$ cat config.mk
export PLATFORM = sky130hd
export DESIGN_NAME = sc_bitstream_decoder_flat
export DESIGN_NICKNAME = d
export VERILOG_FILES = /design/src/rtl/sc_bitstream_decoder_if.sv /design/src/rtl/sc_bitstream_decoder.sv /design/src/flat_wrapper.sv
export SDC_FILE = /design/constraint.sdc
export NUM_CORES = 1
export LEC_CHECK = 0
export BUFFER_PORTS_ARGS = -buffer_cell sky130_fd_sc_hd__buf_2
export CELL_PAD_IN_SITES_DETAIL_PLACEMENT = 1
export CELL_PAD_IN_SITES_GLOBAL_PLACEMENT = 2
export CORE_MARGIN = 2
export CORE_UTILIZATION = 30
export DETAILED_ROUTE_END_ITERATION = 7
export GPL_TIMING_DRIVEN = 1
export PLACE_DENSITY_LB_ADDON = 0.12
export SYNTH_ARGS = -nofsm -noshare
export SYNTH_HDL_FRONTEND = slang
export SYNTH_SLANG_ARGS = --single-unit
$ cat constraint.sdc
create_clock -name clk -period 6.7 [get_ports clk]
set_clock_uncertainty 0.2 [all_clocks]
set_input_delay 1.34 -clock clk [delete_from_list [all_inputs] [get_ports clk]]
set_output_delay 1.34 -clock clk [all_outputs]
set_load 0.01 [all_outputs]
$ cat src/rtl/sc_bitstream_decoder_if.sv
// Bundle of the control, bitstream-input and result-output signals of sc_bitstream_decoder.
// Pure wiring; no latency of its own.
// bit_valid/bit_ready and out_valid/out_ready are independent valid-ready pairs.
interface sc_bitstream_decoder_if #(
  parameter int CWID = 8,
  parameter int WL2  = $clog2(CWID + 1)
) ();
  logic            clr;
  logic            start;
  logic [WL2-1:0]  win_log2;
  logic            bit_valid;
  logic            bit_in;
  logic            bit_ready;
  logic            out_valid;
  logic            out_ready;
  logic [CWID:0]   out_cnt;
  logic [CWID+1:0] out_bip;
  logic            busy;

  modport master (
    output clr, start, win_log2, bit_valid, bit_in, out_ready,
    input  bit_ready, out_valid, out_cnt, out_bip, busy
  );

  modport slave (
    input  clr, start, win_log2, bit_valid, bit_in, out_ready,
    output bit_ready, out_valid, out_cnt, out_bip, busy
  );
endinterface

$ cat src/rtl/sc_bitstream_decoder.sv
// Stochastic bitstream decoder: counts 1s over 2^win accepted beats, emits unipolar and bipolar results.
// Result registered the cycle after the final beat; load and consume may coincide.
// A finished window waits in HOLD (bit_ready low) while the single result slot is occupied.
module sc_bitstream_decoder #(
  parameter int CWID = 8,
  parameter int WL2  = $clog2(CWID + 1)
) (
  input logic clk,
  input logic rst_n,
  sc_bitstream_decoder_if.slave bus
);

  localparam logic [1:0] S_IDLE = 2'd0;
  localparam logic [1:0] S_ACC  = 2'd1;
  localparam logic [1:0] S_HOLD = 2'd2;

  logic [1:0]      state;
  logic [CWID:0]   acc;
  logic [CWID:0]   beats;
  logic [WL2-1:0]  win;
  logic            out_valid_q;
  logic [CWID:0]   cnt_q;
  logic [CWID+1:0] bip_q;

  logic [WL2-1:0]  win_clamped;
  logic [CWID:0]   win_len;
  logic [CWID:0]   sum;
  logic [CWID+1:0] sum_bip;
  logic [CWID+1:0] acc_bip;
  logic            accept;
  logic            final_beat;
  logic            slot_free;

  // Window bookkeeping: clamped exponent, window length, running sum and bipolar forms.
  always_comb begin
    win_clamped = (bus.win_log2 > WL2'(CWID)) ? WL2'(CWID) : bus.win_log2;
    win_len     = (CWID + 1)'(1) << win;
    sum         = acc + {{CWID{1'b0}}, bus.bit_in};
    // 2*n - 2^win; the extra bit keeps the full -2^win..+2^win range.
    sum_bip     = {sum, 1'b0} - {1'b0, win_len};
    acc_bip     = {acc, 1'b0} - {1'b0, win_len};
    accept      = bus.bit_valid && (state == S_ACC);
    final_beat  = accept && (beats == win_len - (CWID + 1)'(1));
    slot_free   = !out_valid_q || bus.out_ready;
  end

  // Window FSM, accumulator and single-entry result register; clr wins over everything else.
  always_ff @(posedge clk or negedge rst_n) begin
    if (!rst_n) begin
      state       <= S_IDLE;
      acc         <= '0;
      beats       <= '0;
      win         <= '0;
      out_valid_q <= 1'b0;
      cnt_q       <= '0;
      bip_q       <= '0;
    end else if (bus.clr) begin
      state       <= S_IDLE;
      acc         <= '0;
      beats       <= '0;
      out_valid_q <= 1'b0;
    end else begin
      // Consumption drops the valid unless a load below re-asserts it this cycle.
      if (out_valid_q && bus.out_ready) begin
        out_valid_q <= 1'b0;
      end
      case (state)
        S_IDLE: begin
          if (bus.start) begin
            win   <= win_clamped;
            acc   <= '0;
            beats <= '0;
            state <= S_ACC;
          end
        end
        S_ACC: begin
          if (final_beat) begin
            if (slot_free) begin
              cnt_q       <= sum;
              bip_q       <= sum_bip;
              out_valid_q <= 1'b1;
              state       <= S_IDLE;
            end else begin
              acc   <= sum;
              state <= S_HOLD;
            end
          end else if (accept) begin
            acc   <= sum;
            beats <= beats + (CWID + 1)'(1);
          end
        end
        S_HOLD: begin
          if (slot_free) begin
            cnt_q       <= acc;
            bip_q       <= acc_bip;
            out_valid_q <= 1'b1;
            state       <= S_IDLE;
          end
        end
        default: state <= S_IDLE;
      endcase
    end
  end

  assign bus.bit_ready = (state == S_ACC);
  assign bus.out_valid = out_valid_q;
  assign bus.out_cnt   = cnt_q;
  assign bus.out_bip   = bip_q;
  assign bus.busy      = (state != S_IDLE);

endmodule
$ cat src/flat_wrapper.sv
// flat-port wrapper written by rule: the top's interface ports become plain ports
module sc_bitstream_decoder_flat 
#(
  parameter int CWID = 8,
  parameter int WL2  = $clog2(CWID + 1)
)
  (clk, rst_n, bus_clr, bus_start, bus_win_log2, bus_bit_valid, bus_bit_in, bus_out_ready, bus_bit_ready, bus_out_valid, bus_out_cnt, bus_out_bip, bus_busy);
  sc_bitstream_decoder_if #(.CWID(CWID), .WL2(WL2)) bus_i ();
  input logic clk;
  input logic rst_n;
  input wire logic [$bits(bus_i.clr)-1:0] bus_clr;
  input wire logic [$bits(bus_i.start)-1:0] bus_start;
  input wire logic [$bits(bus_i.win_log2)-1:0] bus_win_log2;
  input wire logic [$bits(bus_i.bit_valid)-1:0] bus_bit_valid;
  input wire logic [$bits(bus_i.bit_in)-1:0] bus_bit_in;
  input wire logic [$bits(bus_i.out_ready)-1:0] bus_out_ready;
  output wire logic [$bits(bus_i.bit_ready)-1:0] bus_bit_ready;
  output wire logic [$bits(bus_i.out_valid)-1:0] bus_out_valid;
  output wire logic [$bits(bus_i.out_cnt)-1:0] bus_out_cnt;
  output wire logic [$bits(bus_i.out_bip)-1:0] bus_out_bip;
  output wire logic [$bits(bus_i.busy)-1:0] bus_busy;
  assign bus_i.clr = bus_clr;
  assign bus_i.start = bus_start;
  assign bus_i.win_log2 = bus_win_log2;
  assign bus_i.bit_valid = bus_bit_valid;
  assign bus_i.bit_in = bus_bit_in;
  assign bus_i.out_ready = bus_out_ready;
  assign bus_bit_ready = bus_i.bit_ready;
  assign bus_out_valid = bus_i.out_valid;
  assign bus_out_cnt = bus_i.out_cnt;
  assign bus_out_bip = bus_i.out_bip;
  assign bus_busy = bus_i.busy;
  sc_bitstream_decoder #(.CWID(CWID), .WL2(WL2)) u_core (.clk(clk), .rst_n(rst_n), .bus(bus_i));
endmodule
* Word-level counts from Yosys, hierarchy flattened
Cells that the tools add are included.
** Operators by class
- Add/subtract/negate cells :: 5
- $lt $le $gt $ge :: 1
- Equality and inequality tests :: 13
- Shifts and indexed selects :: 1
- Mux-type cells :: 30
- Bitwise operators :: 1
- Reductions and logical operators :: 14
** Operators with widths (count)
- 2-to-1 mux 9 bit :: 11
- one-hot mux 9 bit (2 select lines) :: 3
- 2-to-1 mux 10 bit :: 3
- one-hot mux 10 bit (2 select lines) :: 1
- subtractor 10 x 9 -> 10 bit :: 2
- 2-to-1 mux 2 bit :: 5
- adder 9 x 1 -> 9 bit :: 1
- adder 9 x 1 -> 9 bit (second input constant) :: 1
- == test 9 bit :: 1
- != test 3 x 2 -> 1 bit (second input constant) :: 3
- left shift 1 x 4 -> 9 bit (first input constant) :: 1
- subtractor 9 x 1 -> 9 bit (second input constant) :: 1
- AND reduction 4 bit :: 2
- != test 2 x 1 -> 1 bit (second input constant) :: 3
- != test 3 bit (second input constant) :: 2
- one-hot mux 2 bit (3 select lines) :: 1
- AND reduction 3 bit :: 2
- AND reduction 5 bit :: 1
- greater-than comparator 4 bit (second input constant) :: 1
- 2-to-1 mux 1 bit :: 4
- 2-to-1 mux 4 bit :: 1
- != test 4 x 2 -> 1 bit (second input constant) :: 1
- != test 4 bit (second input constant) :: 1
- nonzero test 2 bit :: 2
- other kinds (9) :: 11
** Word-level totals
- Flip-flop bits (word level) :: 44
- Input bits :: 11
- Output and inout port bits :: 22
- Logic and storage cells :: 72

* Depth between registers and ports, before layout
Gate-level depths: netlist of run 1.
- Depth after elaboration :: 7
- Gate-level depth with buffers :: 15
- Depth with buffers taken out :: 12

* Worst setup path before layout of run 1
No wires, ideal clock.
- Path kind :: input to register
- Start point :: input port bus_bit_in
- End point :: register u_core.bip_q[7] (netlist: u_core.bus.out_bip[7])
- Library setup time :: 125 ps
- Arrival time :: 3670 ps
- Data required time :: 6375 ps
- Path slack :: 2705 ps
- Stages :: 11
- Path buffers :: 0
- Cells stage by stage :: ha_1 ha_1 mux2_2 ha_1 a21o_1 a31oi_1 o21ai_0 a21o_1 a21oi_1 xnor2_1 mux2_4
** Between the ends
- Word-level cells in the longest chain between the ends :: 5
** RTL lines
- start: declaration :: line flat_wrapper.sv:15 : input wire logic [$bits(bus_i.bit_in)-1:0] bus_bit_in;
- adder 9 x 1 -> 9 bit :: line sc_bitstream_decoder.sv:38 : sum = acc + {{CWID{1'b0}}, bus.bit_in};
- subtractor 10 x 9 -> 10 bit :: line sc_bitstream_decoder.sv:40 : sum_bip = {sum, 1'b0} - {1'b0, win_len};
- 2-to-1 mux 10 bit :: line sc_bitstream_decoder.sv:78 : if (slot_free) begin
- 2-to-1 mux 10 bit :: line sc_bitstream_decoder.sv:77 : if (final_beat) begin
- one-hot mux 10 bit (2 select lines) :: line sc_bitstream_decoder.sv:67 : case (state)
- end signal: assignment :: line sc_bitstream_decoder.sv:80 : bip_q <= sum_bip;
- end signal: assignment :: line sc_bitstream_decoder.sv:95 : bip_q <= acc_bip;
- end: declaration :: line sc_bitstream_decoder.sv:23 : logic [CWID+1:0] bip_q;
Every way passes these cells. The select of a mux whose other input is x is not followed.
A chain may end at the register's enable or synchronous reset.

* Worst setup path after layout of run 1
- Start point :: register u_core.win[2]
- End point :: register u_core.bip_q[6] (netlist: u_core.bus.out_bip[6])
** Between the ends
- Word-level cells in the longest chain between the ends :: 6
- Elaborated cells on any way between the ends :: 12
- Classes of those cells :: add/sub (3); eq/ne (2); shift (1); mux (4); reduce/logical (2)
** RTL lines
- start: declaration :: line sc_bitstream_decoder.sv:20 : logic [WL2-1:0] win;
- start signal: assignment :: line sc_bitstream_decoder.sv:70 : win <= win_clamped;
- left shift 1 x 4 -> 9 bit * :: line sc_bitstream_decoder.sv:37 : win_len = (CWID + 1)'(1) << win;
- subtractor 9 x 1 -> 9 bit :: line sc_bitstream_decoder.sv:43 : final_beat = accept && (beats == win_len - (CWID + 1)'(1));
- == test 9 bit :: line sc_bitstream_decoder.sv:43
- logical AND 1 bit :: line sc_bitstream_decoder.sv:43
- != test 2 x 1 -> 1 bit (no source line)
- AND reduction 5 bit (no source line)
Every way passes the cells marked *; elsewhere a longest branch is shown, timed or not. The select of a mux whose other input is x is not followed.

==> metrics, run 1 <==
# IOs=33; CTS sink count=44; Synth top area share=0.3526; Netlist cell types=55; Tightest Pin Transition=about 1.1 ns; Critical Path RT=6.68 ns; critical path class=flop to flop; layout cells sized above 1=0.1909; number of detailed-route iterations in the first pass=4; Num CTS Buffers=5; Main synth FF type=dfrtp_1; crit path time final=4.741 ns; fraction of registers with async set/reset=1.000; Critical Path Sink Type=flop; RSZ-0062 raised after global routing=false; drt wl/cell=16.24 um; CP Max Fanout=22; Placement Setup Slack=1.945 ns; CP max stage cell=or4b_1; CP max stage delay=0.58 ns; # port buffers=32; Tcrit/Tclk final=0.7076; Die X-Extent=around 110 um; initial core utilization=0.3052; Worst VDD drop=around 0.082 mV; via count=2490; worst path bufs/invs=2; cells along the critical path=nor4_2 -> inv_1 -> ha_1 -> or4b_1 -> a211o_1 -> o211ai_1 -> o2111ai_2 -> a2111oi_4 -> buf_4 -> mux2_2; Syn-to-layout area delta=10.82%; Worst slew margin=0.2854; register area share after synthesis=0.3526; number of synthesized flops with an enable pin=0; Cell Pwr Density=246.5 mW/mm^2; yosys warns=0; top cell family by delay on the critical path=compound AO/OA/AOI/OAI gates; Final #Nets=379; area of the core=0.01023 sq mm; Mean Syn Cell Area=~9.6 sq um; FF+latch count, synth=between 40 and 50; Tot GR Track Use=0.1507; CTS tree=built; die area=0.01124 sq mm; CP arrival=about 4.7 ns; final setup margin=1.959 ns; Skew-Pair Late Insertion Delay=0.29 ns; Placer Congestion=~0.74; ANT cells=0; DP Area=0.003368 sq mm; Worst setup SP type=flop; post-synth top area cell=dfrtp_1; Finished Layout Cells=487; Sequential Area=between 0.001 and 0.0015 sq mm; row count=37; endpoints failing setup=0; synthesized instance count=326; Hold Crit Class=flop to flop; top post-synthesis cells by count=dfrtp_1, nor2_1, o21ai_0, a21oi_1, nand2_1; Layout fillers=about 1200; dpl cells=between 400 and 500; Max Slew Vio Count=0; total routed wirelength=7908 um; vias per cell=5.113; Max Cap Viol=0; Fmax=210.9 MHz; clock slew at reported path FFs=around 0.09 ns; most frequent cell after synthesis=dfrtp_1; first-pass GRT wire length=approximately 13000 um; Mapped Nets=355; grt total ovfl=0; post-layout util=0.3383; Max Buffers Root-to-Sink=2; Fin Setup TNS=0 ns; 1st-iter DRT viols=63; cts repair resizes=0; die height=106.0 um; largest net degree at the start of global routing=45; Clock Tree Root=clkbuf_8; Synth Cell Area=about 0.0031 sq mm; Post-route DRC=0; setup bufs post-CTS=0; synth top area cells=dfrtp_1, ha_1, mux2_4, o21ai_0, a21oi_1; final instance area=0.003461 sq mm; Routed Antenna Nets=0; area of the multi-input gates=0.001877 sq mm; initial antenna violation count=0; DP HPWL=slightly below 6000 um; status=finished clean; H-Tree Depth=2; vias in the first global route=2575; Fin. Hold Viols=0; Hold Buf Count CTS=0; leakage=1.584 nW
## cells by family after synthesis
group           after synthesis  share of synthesized area
mux                          26                     0.1034
buf+inv                      28                    0.04647
simple gates                 95                     0.1546
xor+xnor                     17                    0.04768
compound gates               98                     0.2208
flops                        44                     0.3526
fa+ha+maj                    18                    0.07452
## stage by stage
step	power, W	hold slack [ns]
floorplan	0.0005913	0.2800
global placement	0.0006788	0.2634
detailed placement	0.0006859	0.2721
CTS	0.0008708	0.2929
global route	0.0009287	0.3080
finish	0.0008530	0.2849
## cell type report
class / count / share of cell area
Clock buffer: 6 / 0.02386
Tap cell: 136 / 0.04917
Inverter: 10 / 0.01085
Clock inverter: 2 / 0.002892
Multi-Input combinational cell: 254 / 0.5423
Sequential cell: 44 / 0.3182
Timing Repair Buffer: 35 / 0.05278
## flip-flops by register name, indices dropped and copies added (netlist names)
signal	count
u_core.acc	9
u_core.bus.out_valid	1
u_core.bus.out_cnt	9
u_core.win	4
u_core.bus.out_bip	10
u_core.beats	9
u_core.state	2
## path summary, 6_finish.rpt
kind / cells after the start / to / from / slack, ns
max: 10 / u_core.bus.out_bip[6] / u_core.win[2] / 1.96
min: 1 / u_core.bus.out_bip[5] / u_core.bus.out_bip[5] / 0.28
max reg2reg: 10 / u_core.bus.out_bip[6] / u_core.win[2] / 1.96
min reg2reg: 1 / u_core.bus.out_bip[5] / u_core.bus.out_bip[5] / 0.28
max in group asynchronous: 2 / u_core.acc[1] / rst_n / 4.95
min in group asynchronous: 2 / u_core.win[1] / rst_n / 0.94
## placed cells by master (no fill, tap or decap), types with 8 or more instances in the layout
master    n
nor2b_1   8
buf_2    32
inv_1    10
nand2_1  20
nor2_1   25
mux2_4   10
dfrtp_1  44
xor2_1    9
a21oi_1  20
a21o_1    8
o21ai_0  25
ha_1     17
nand3_1  11
xnor2_1   8
## power breakdown
| part | total, W | switching [W] | internal, W |
|---|---|---|---|
| Sequential | 0.000350 | 0.0000417 | 0.000308 |
| Combinational | 0.000324 | 0.000175 | 0.000149 |
| Clock | 0.000179 | 0.0000961 | 0.0000826 |
| Total | 0.000853 | 0.000313 | 0.000540 |
## per-layer routing
layer,up-vias,wire length (um),track usage
met5,-,0,0
met2,30,3608,0.2447
met1,1227,4089,0.2181
met4,0,40,0.01974
li1,1231,-,-
met3,2,169,0.02207
Power figures use the tool's default switching activity.
==> run 2: changes to the inputs <==
- clock period: 6.7 -> 4 ns (I/O delays scaled with it)
==> run 2 against run 1 <==
Flip-flop and latch count unchanged. Global-route usage rose by 0.76 points. Fmax increased by 27%. Hold slack improved by 0.0030 ns. Final area grew 3.9%. Core utilization up 1.3 points. Wire length increased by 5.3%. Sequential power rose by 61%. Combinational power grew 84%. Worst setup slack got worse by 1.7 ns. Final cell count up 2.5%. Register-to-register slack lost 1.7 ns.
==> metrics, run 2 (synthesis results as in run 1) <==
status=finished clean (unchanged); Logic pwr share=0.385 (was 0.380); Worst VDD drop=0.1369 mV (was 0.08226 mV); Die X-Extent=106.0 um (unchanged); Max Cap Viol=0 (unchanged); 1st-iter DRT viols=43 (was 63); endpoints failing setup=0 (unchanged); final instance area=0.003597 sq mm (was 0.003461 sq mm); CTS sink count=44 (unchanged); via count=2528 (was 2490); Worst setup SP type=flop (unchanged); CP max stage delay=0.54 ns (was 0.58 ns); Hold Buf Count CTS=0 (unchanged); Clock Tree Root=clkbuf_8 (unchanged); Fin. Hold Viols=0 (unchanged); die height=106.0 um (unchanged); Syn-to-layout area delta=15.18% (was 10.82%); Flop pwr share=0.364 (was 0.410); Cell Int Power=0.001011 W (was 0.0005401 W); Cell Pwr Density=430.2 mW/mm^2 (was 246.5 mW/mm^2); Net Switching=0.0005365 W (was 0.0003128 W); DP HPWL=6303 um (was 5839 um); Critical Path RT=3.99 ns (was 6.68 ns); Num CTS Buffers=5 (unchanged); Skew-Pair Late Insertion Delay=0.30 ns (was 0.29 ns); Critical Path Sink Type=flop (unchanged); # port buffers=32 (unchanged); first-pass GRT wire length=14110 um (was 13490 um); vias in the first global route=2684 (was 2575); Post-route DRC=0 (unchanged); Max Slew Vio Count=0 (unchanged); Tot GR Track Use=0.1583 (was 0.1507); top cell family by delay on the critical path=compound AO/OA/AOI/OAI gates (unchanged); Total Power=0.001548 W (was 0.0008530 W); Layout fillers=1196 (was 1211); setup bufs post-CTS=0 (unchanged); Finished Layout Cells=499 (was 487); Worst slew margin=0.4991 (was 0.2854); CP arrival=3.72 ns (was 4.72 ns); DP Area=0.003471 sq mm (was 0.003368 sq mm); critical path class=flop to flop (unchanged); layout cells sized above 1=0.2176 (was 0.1909); stages on the worst setup path=10 (unchanged); largest net degree at the start of global routing=30 (was 45); leakage=1.662 nW (was 1.584 nW); die area=0.01124 sq mm (unchanged); dpl cells=491 (was 479); CP Max Fanout=21 (was 22); cells along the critical path=nor4_2 -> inv_1 -> ha_1 -> or4b_1 -> a211o_1 -> o211ai_1 -> o2111ai_2 -> a2111oi_4 -> buf_12 -> mux2_2 (was nor4_2 -> inv_1 -> ha_1 -> or4b_1 -> a211o_1 -> o211ai_1 -> o2111ai_2 -> a2111oi_4 -> buf_4 -> mux2_2); Tcrit/Tclk final=0.9326 (was 0.7076); CP max stage cell=or4b_1 (unchanged); clock slew at reported path FFs=0.09 ns (about the same); worst path bufs/invs=2 (unchanged); most common cell after layout, fill and taps aside=dfrtp_1 (unchanged); number of detailed-route iterations in the first pass=4 (unchanged); Routed Antenna Nets=0 (unchanged); drt wl/cell=16.69 um (was 16.24 um); Tightest Pin Transition=0.7513 ns (was 1.068 ns); Final #Nets=391 (was 379); r2r worst-path depth=10 (unchanged); Clk network pwr share=0.250 (was 0.210); Max Buffers Root-to-Sink=2 (unchanged); crit path time final=3.730 ns (was 4.741 ns); grt total ovfl=0 (unchanged); ANT cells=0 (unchanged); sw frac=0.3466 (was 0.3668); Placer Congestion=0.7463 (was 0.7374); Fmax=268.1 MHz (was 210.9 MHz); H-Tree Depth=2 (unchanged); cts repair resizes=0 (unchanged); Hold Path Stages=1 (unchanged); commonest cells after routing, fill and taps aside=dfrtp_1, buf_2, nor2_1, o21ai_0 (unchanged); area of the core=0.01023 sq mm (unchanged); # IOs=33 (unchanged); CTS tree=built (unchanged); max FFs per register=10 (unchanged); initial core utilization=0.3052 (unchanged); Fin Setup TNS=0 ns (unchanged); post-layout util=0.3516 (was 0.3383); vias per cell=5.066 (was 5.113); Hold Crit Class=flop to flop (unchanged); initial antenna violation count=0 (unchanged); RSZ-0062 raised after global routing=false (unchanged); total routed wirelength=8328 um (was 7908 um); row count=37 (unchanged)
## run 2: worst paths after layout
path	start	to	slack [ns]
max in group asynchronous	rst_n	u_core.acc[7]	2.53
hold reg to reg	u_core.bus.out_bip[1]	u_core.bus.out_bip[1]	0.29
setup / recovery	u_core.win[0]	u_core.bus.out_bip[6]	0.27
hold / removal	u_core.bus.out_bip[1]	u_core.bus.out_bip[1]	0.29
min in group asynchronous	rst_n	u_core.win[1]	0.36
setup reg to reg	u_core.win[0]	u_core.bus.out_bip[6]	0.27
## run 2: per-layer routing
metal,GRT usage,up-vias,part of all wire
met1,0.2197,1236,0.50
met5,0,-,0
met4,0.03665,0,0.015
met3,0.02269,8,0.021
li1,-,1256,-
met2,0.2608,28,0.46
## run 2: area by class of cell
type                       instances  area [sq um]  area share
multi-input combinational        254          1877      0.5217
sequential                        44          1101      0.3061
timing repair buffer              47         285.3     0.07930
tap                              136         170.2     0.04730
clock buffer                       7         96.34     0.02678
inverter                          10         37.54     0.01043
clock inverter                     1         30.03    0.008348
## run 2: power by group through the flow
stage          clock network [W]  logic, W  registers [W]
2_1_floorplan                  0  0.000398       0.000593
4_1_cts                 0.000399  0.000607       0.000566
3_5_place_dp                   0  0.000604       0.000575
6_report                0.000387  0.000596       0.000564
3_3_place_gp                   0  0.000598       0.000572
5_1_grt                 0.000417  0.000669       0.000578
## run 2: worst register-to-register path, cell delays in order, from the launching register on
cell	delay, ns
dfrtp_1	0.48
nor4_2	0.33
inv_1	0.16
ha_1	0.24
or4b_1	0.54
a211o_1	0.28
o211ai_1	0.14
o2111ai_2	0.22
a2111oi_4	0.44
buf_12	0.23
mux2_2	0.36
## run 2: stage by stage
stage                     worst slack, ns  hold WS (ns)
final                              0.2698        0.2879
after global routing              0.09436        0.3143
after CTS                          0.2611        0.2969
after detailed placement           0.1956        0.2760
after global placement             0.2455        0.2629
after floorplan                    0.4108        0.2800
==> run 3: changes to the inputs <==
- BUFFER_PORTS_ARGS: -buffer_cell sky130_fd_sc_hd__buf_2 -> -buffer_cell sky130_fd_sc_hd__buf_4
==> run 3 against run 2 <==
Fmax down 0.62%. Combinational power up 5.5%. Critical path depth unchanged. Final cell count down 0.20%. Wire length down 1.3%. Via count up 1.0%. Worst setup slack worse by 0.023 ns. Core utilization up 1.0 points. Final area up 2.9%. Clock power up 25%. Die area unchanged. Largest cell class unchanged. Largest power group unchanged.
==> metrics, run 3 (synthesis results as in run 1) <==
status=finished clean (unchanged); critical path class=flop to flop (unchanged); Tcrit/Tclk final=0.9384 (was 0.9326); via count=2554 (was 2528); Cell Pwr Density=453.4 mW/mm^2 (was 430.2 mW/mm^2); Hold Crit Class=flop to flop (unchanged); Critical Path RT=3.98 ns (was 3.99 ns); die area=0.01124 sq mm (unchanged); drt wl/cell=16.51 um (was 16.69 um); Worst slew margin=0.5891 (was 0.4991); Worst Min Path Start=u_core.bus.out_bip[1] (unchanged); Placer Congestion=0.7500 (was 0.7463); Cell Int Power=0.001139 W (was 0.001011 W); CP arrival=3.74 ns (was 3.72 ns); DP HPWL=6135 um (was 6303 um); final setup margin=0.2464 ns (was 0.2698 ns); Die X-Extent=106.0 um (unchanged); worst r2r dst=u_core.bus.out_bip[0] (was u_core.bus.out_bip[6]); Worst setup SP type=flop (unchanged); CP Max Fanout=21 (unchanged); Final #Nets=390 (was 391); Max Cap Viol=0 (unchanged); Post-route DRC=0 (unchanged); initial core utilization=0.3052 (unchanged); row count=37 (unchanged); Num CTS Buffers=5 (unchanged); r2r worst-path depth=10 (unchanged); Max Slew Vio Count=0 (unchanged); Logic pwr share=0.375 (was 0.385); H-Tree Depth=2 (unchanged); Skew-Pair Late Insertion Delay=0.30 ns (about the same); Hold Path End=u_core.bus.out_bip[1] (unchanged); crit path time final=3.754 ns (was 3.730 ns); # port buffers=32 (unchanged); commonest cells after routing, fill and taps aside=buf_4, dfrtp_1, nor2_1, o21ai_0 (was dfrtp_1, buf_2, nor2_1, o21ai_0); r2r setup slk=0.25 ns (was 0.27 ns); CTS sink count=44 (unchanged); area of the multi-input gates=0.001877 sq mm (unchanged); Net Switching=0.0005398 W (was 0.0005365 W); setup bufs post-CTS=0 (unchanged); die height=106.0 um (unchanged); Critical Path Sink Type=flop (unchanged); vias per cell=5.129 (was 5.066); Max Buffers Root-to-Sink=2 (unchanged); Clock Tree Root=clkbuf_8 (unchanged); Tightest Pin Transition=0.6163 ns (was 0.7513 ns); ANT cells=0 (unchanged); first-pass GRT wire length=13680 um (was 14110 um); Layout fillers=1165 (was 1196); Syn-to-layout area delta=18.55% (was 15.18%); largest net degree at the start of global routing=45 (was 30); grt total ovfl=0 (unchanged); total routed wirelength=8222 um (was 8328 um); CTS tree=built (unchanged); Sequential Area=0.001101 sq mm (unchanged); Hold Buf Count CTS=0 (unchanged); RSZ-0062 raised after global routing=false (unchanged); # IOs=33 (unchanged); Worst VDD drop=0.1650 mV (was 0.1369 mV); Fin. Hold Viols=0 (unchanged); initial antenna violation count=0 (unchanged); reg2reg start=u_core.win[0] (unchanged); cts repair resizes=0 (unchanged); clock slew at reported path FFs=0.09 ns (about the same); Clk network pwr share=0.287 (was 0.250); Fmax=266.4 MHz (was 268.1 MHz); Tot GR Track Use=0.1532 (was 0.1583); max FFs per register=10 (unchanged); layout cells sized above 1=0.2155 (was 0.2176); Fin Setup TNS=0 ns (unchanged); Placement Setup Slack=0.1825 ns (was 0.1956 ns); leakage=1.687 nW (was 1.662 nW); most common cell after layout, fill and taps aside=buf_4 (was dfrtp_1); area of the core=0.01023 sq mm (unchanged); Hold Path Stages=1 (unchanged); 1st-iter DRT viols=62 (was 43); endpoints failing setup=0 (unchanged); sw frac=0.3216 (was 0.3466); vias in the first global route=2568 (was 2684); number of detailed-route iterations in the first pass=4 (unchanged); Flop pwr share=0.339 (was 0.364); Routed Antenna Nets=0 (unchanged)
==> run 3: area by class of cell <==
class	count	area share
Multi-Input combinational cell	254	0.5069
Sequential cell	44	0.2974
Clock buffer	5	0.01859
Timing Repair Buffer	46	0.09665
Clock inverter	3	0.02433
Tap cell	136	0.04596
Inverter	10	0.01014
==> run 3: layer usage <==
metal / vias up / share of wire / track usage
met1: 1265 / 0.51 / 0.2203
met5: - / 0 / 0
met4: 0 / 0.0063 / 0.02820
met2: 31 / 0.46 / 0.2470
li1: 1254 / - / -
met3: 4 / 0.023 / 0.02207
==> run 3: power by group through the flow <==
stage / Combinational (W) / Sequential (W) / Clock [W]
after floorplan: 0.000398 / 0.000593 / 0
after global placement: 0.000638 / 0.000576 / 0
after detailed placement: 0.000637 / 0.000578 / 0
after CTS: 0.000639 / 0.000571 / 0.000499
after global routing: 0.000705 / 0.000581 / 0.000517
final: 0.000629 / 0.000568 / 0.000482
==> run 3: stage by stage <==
step                        util  cell area [sq um]  hold slack [ns]  cells  total power [W]
final                     0.3619               3702           0.2939    498         0.001679
after global routing      0.3619               3702           0.3204    498         0.001803
after CTS                 0.3619               3702           0.3016    498         0.001708
after detailed placement  0.3463               3543           0.2788    490         0.001215
after global placement    0.3463               3543           0.2688    490         0.001214
after floorplan                -               3123           0.2800    326        0.0009904
==> run 3: critical path, stage by stage, from the launching register on <==
cell and delay (ns):
dfrtp_1 0.47, nor4_2 0.32, inv_1 0.15, ha_1 0.27, or4b_1 0.53, a211o_1 0.27
o211ai_1 0.14, o2111ai_2 0.23, a2111oi_4 0.47, buf_12 0.24, mux2_1 0.34
==> run 3: how the worst max path moves through the flow <==
stage / from / endpoint / slack (ns) / cells past startpoint
2_1_floorplan: u_core.win[2] / u_core.bus.out_bip[7] / 0.41 / 11
3_3_place_gp: bus_bit_in / u_core.bus.out_bip[7] / 0.24 / 12
3_5_place_dp: bus_bit_in / u_core.bus.out_bip[7] / 0.18 / 12
4_1_cts: u_core.win[0] / u_core.bus.out_bip[0] / 0.21 / 10
5_1_grt: u_core.win[0] / u_core.bus.out_bip[0] / 0.02 / 10
6_report: u_core.win[0] / u_core.bus.out_bip[0] / 0.25 / 10
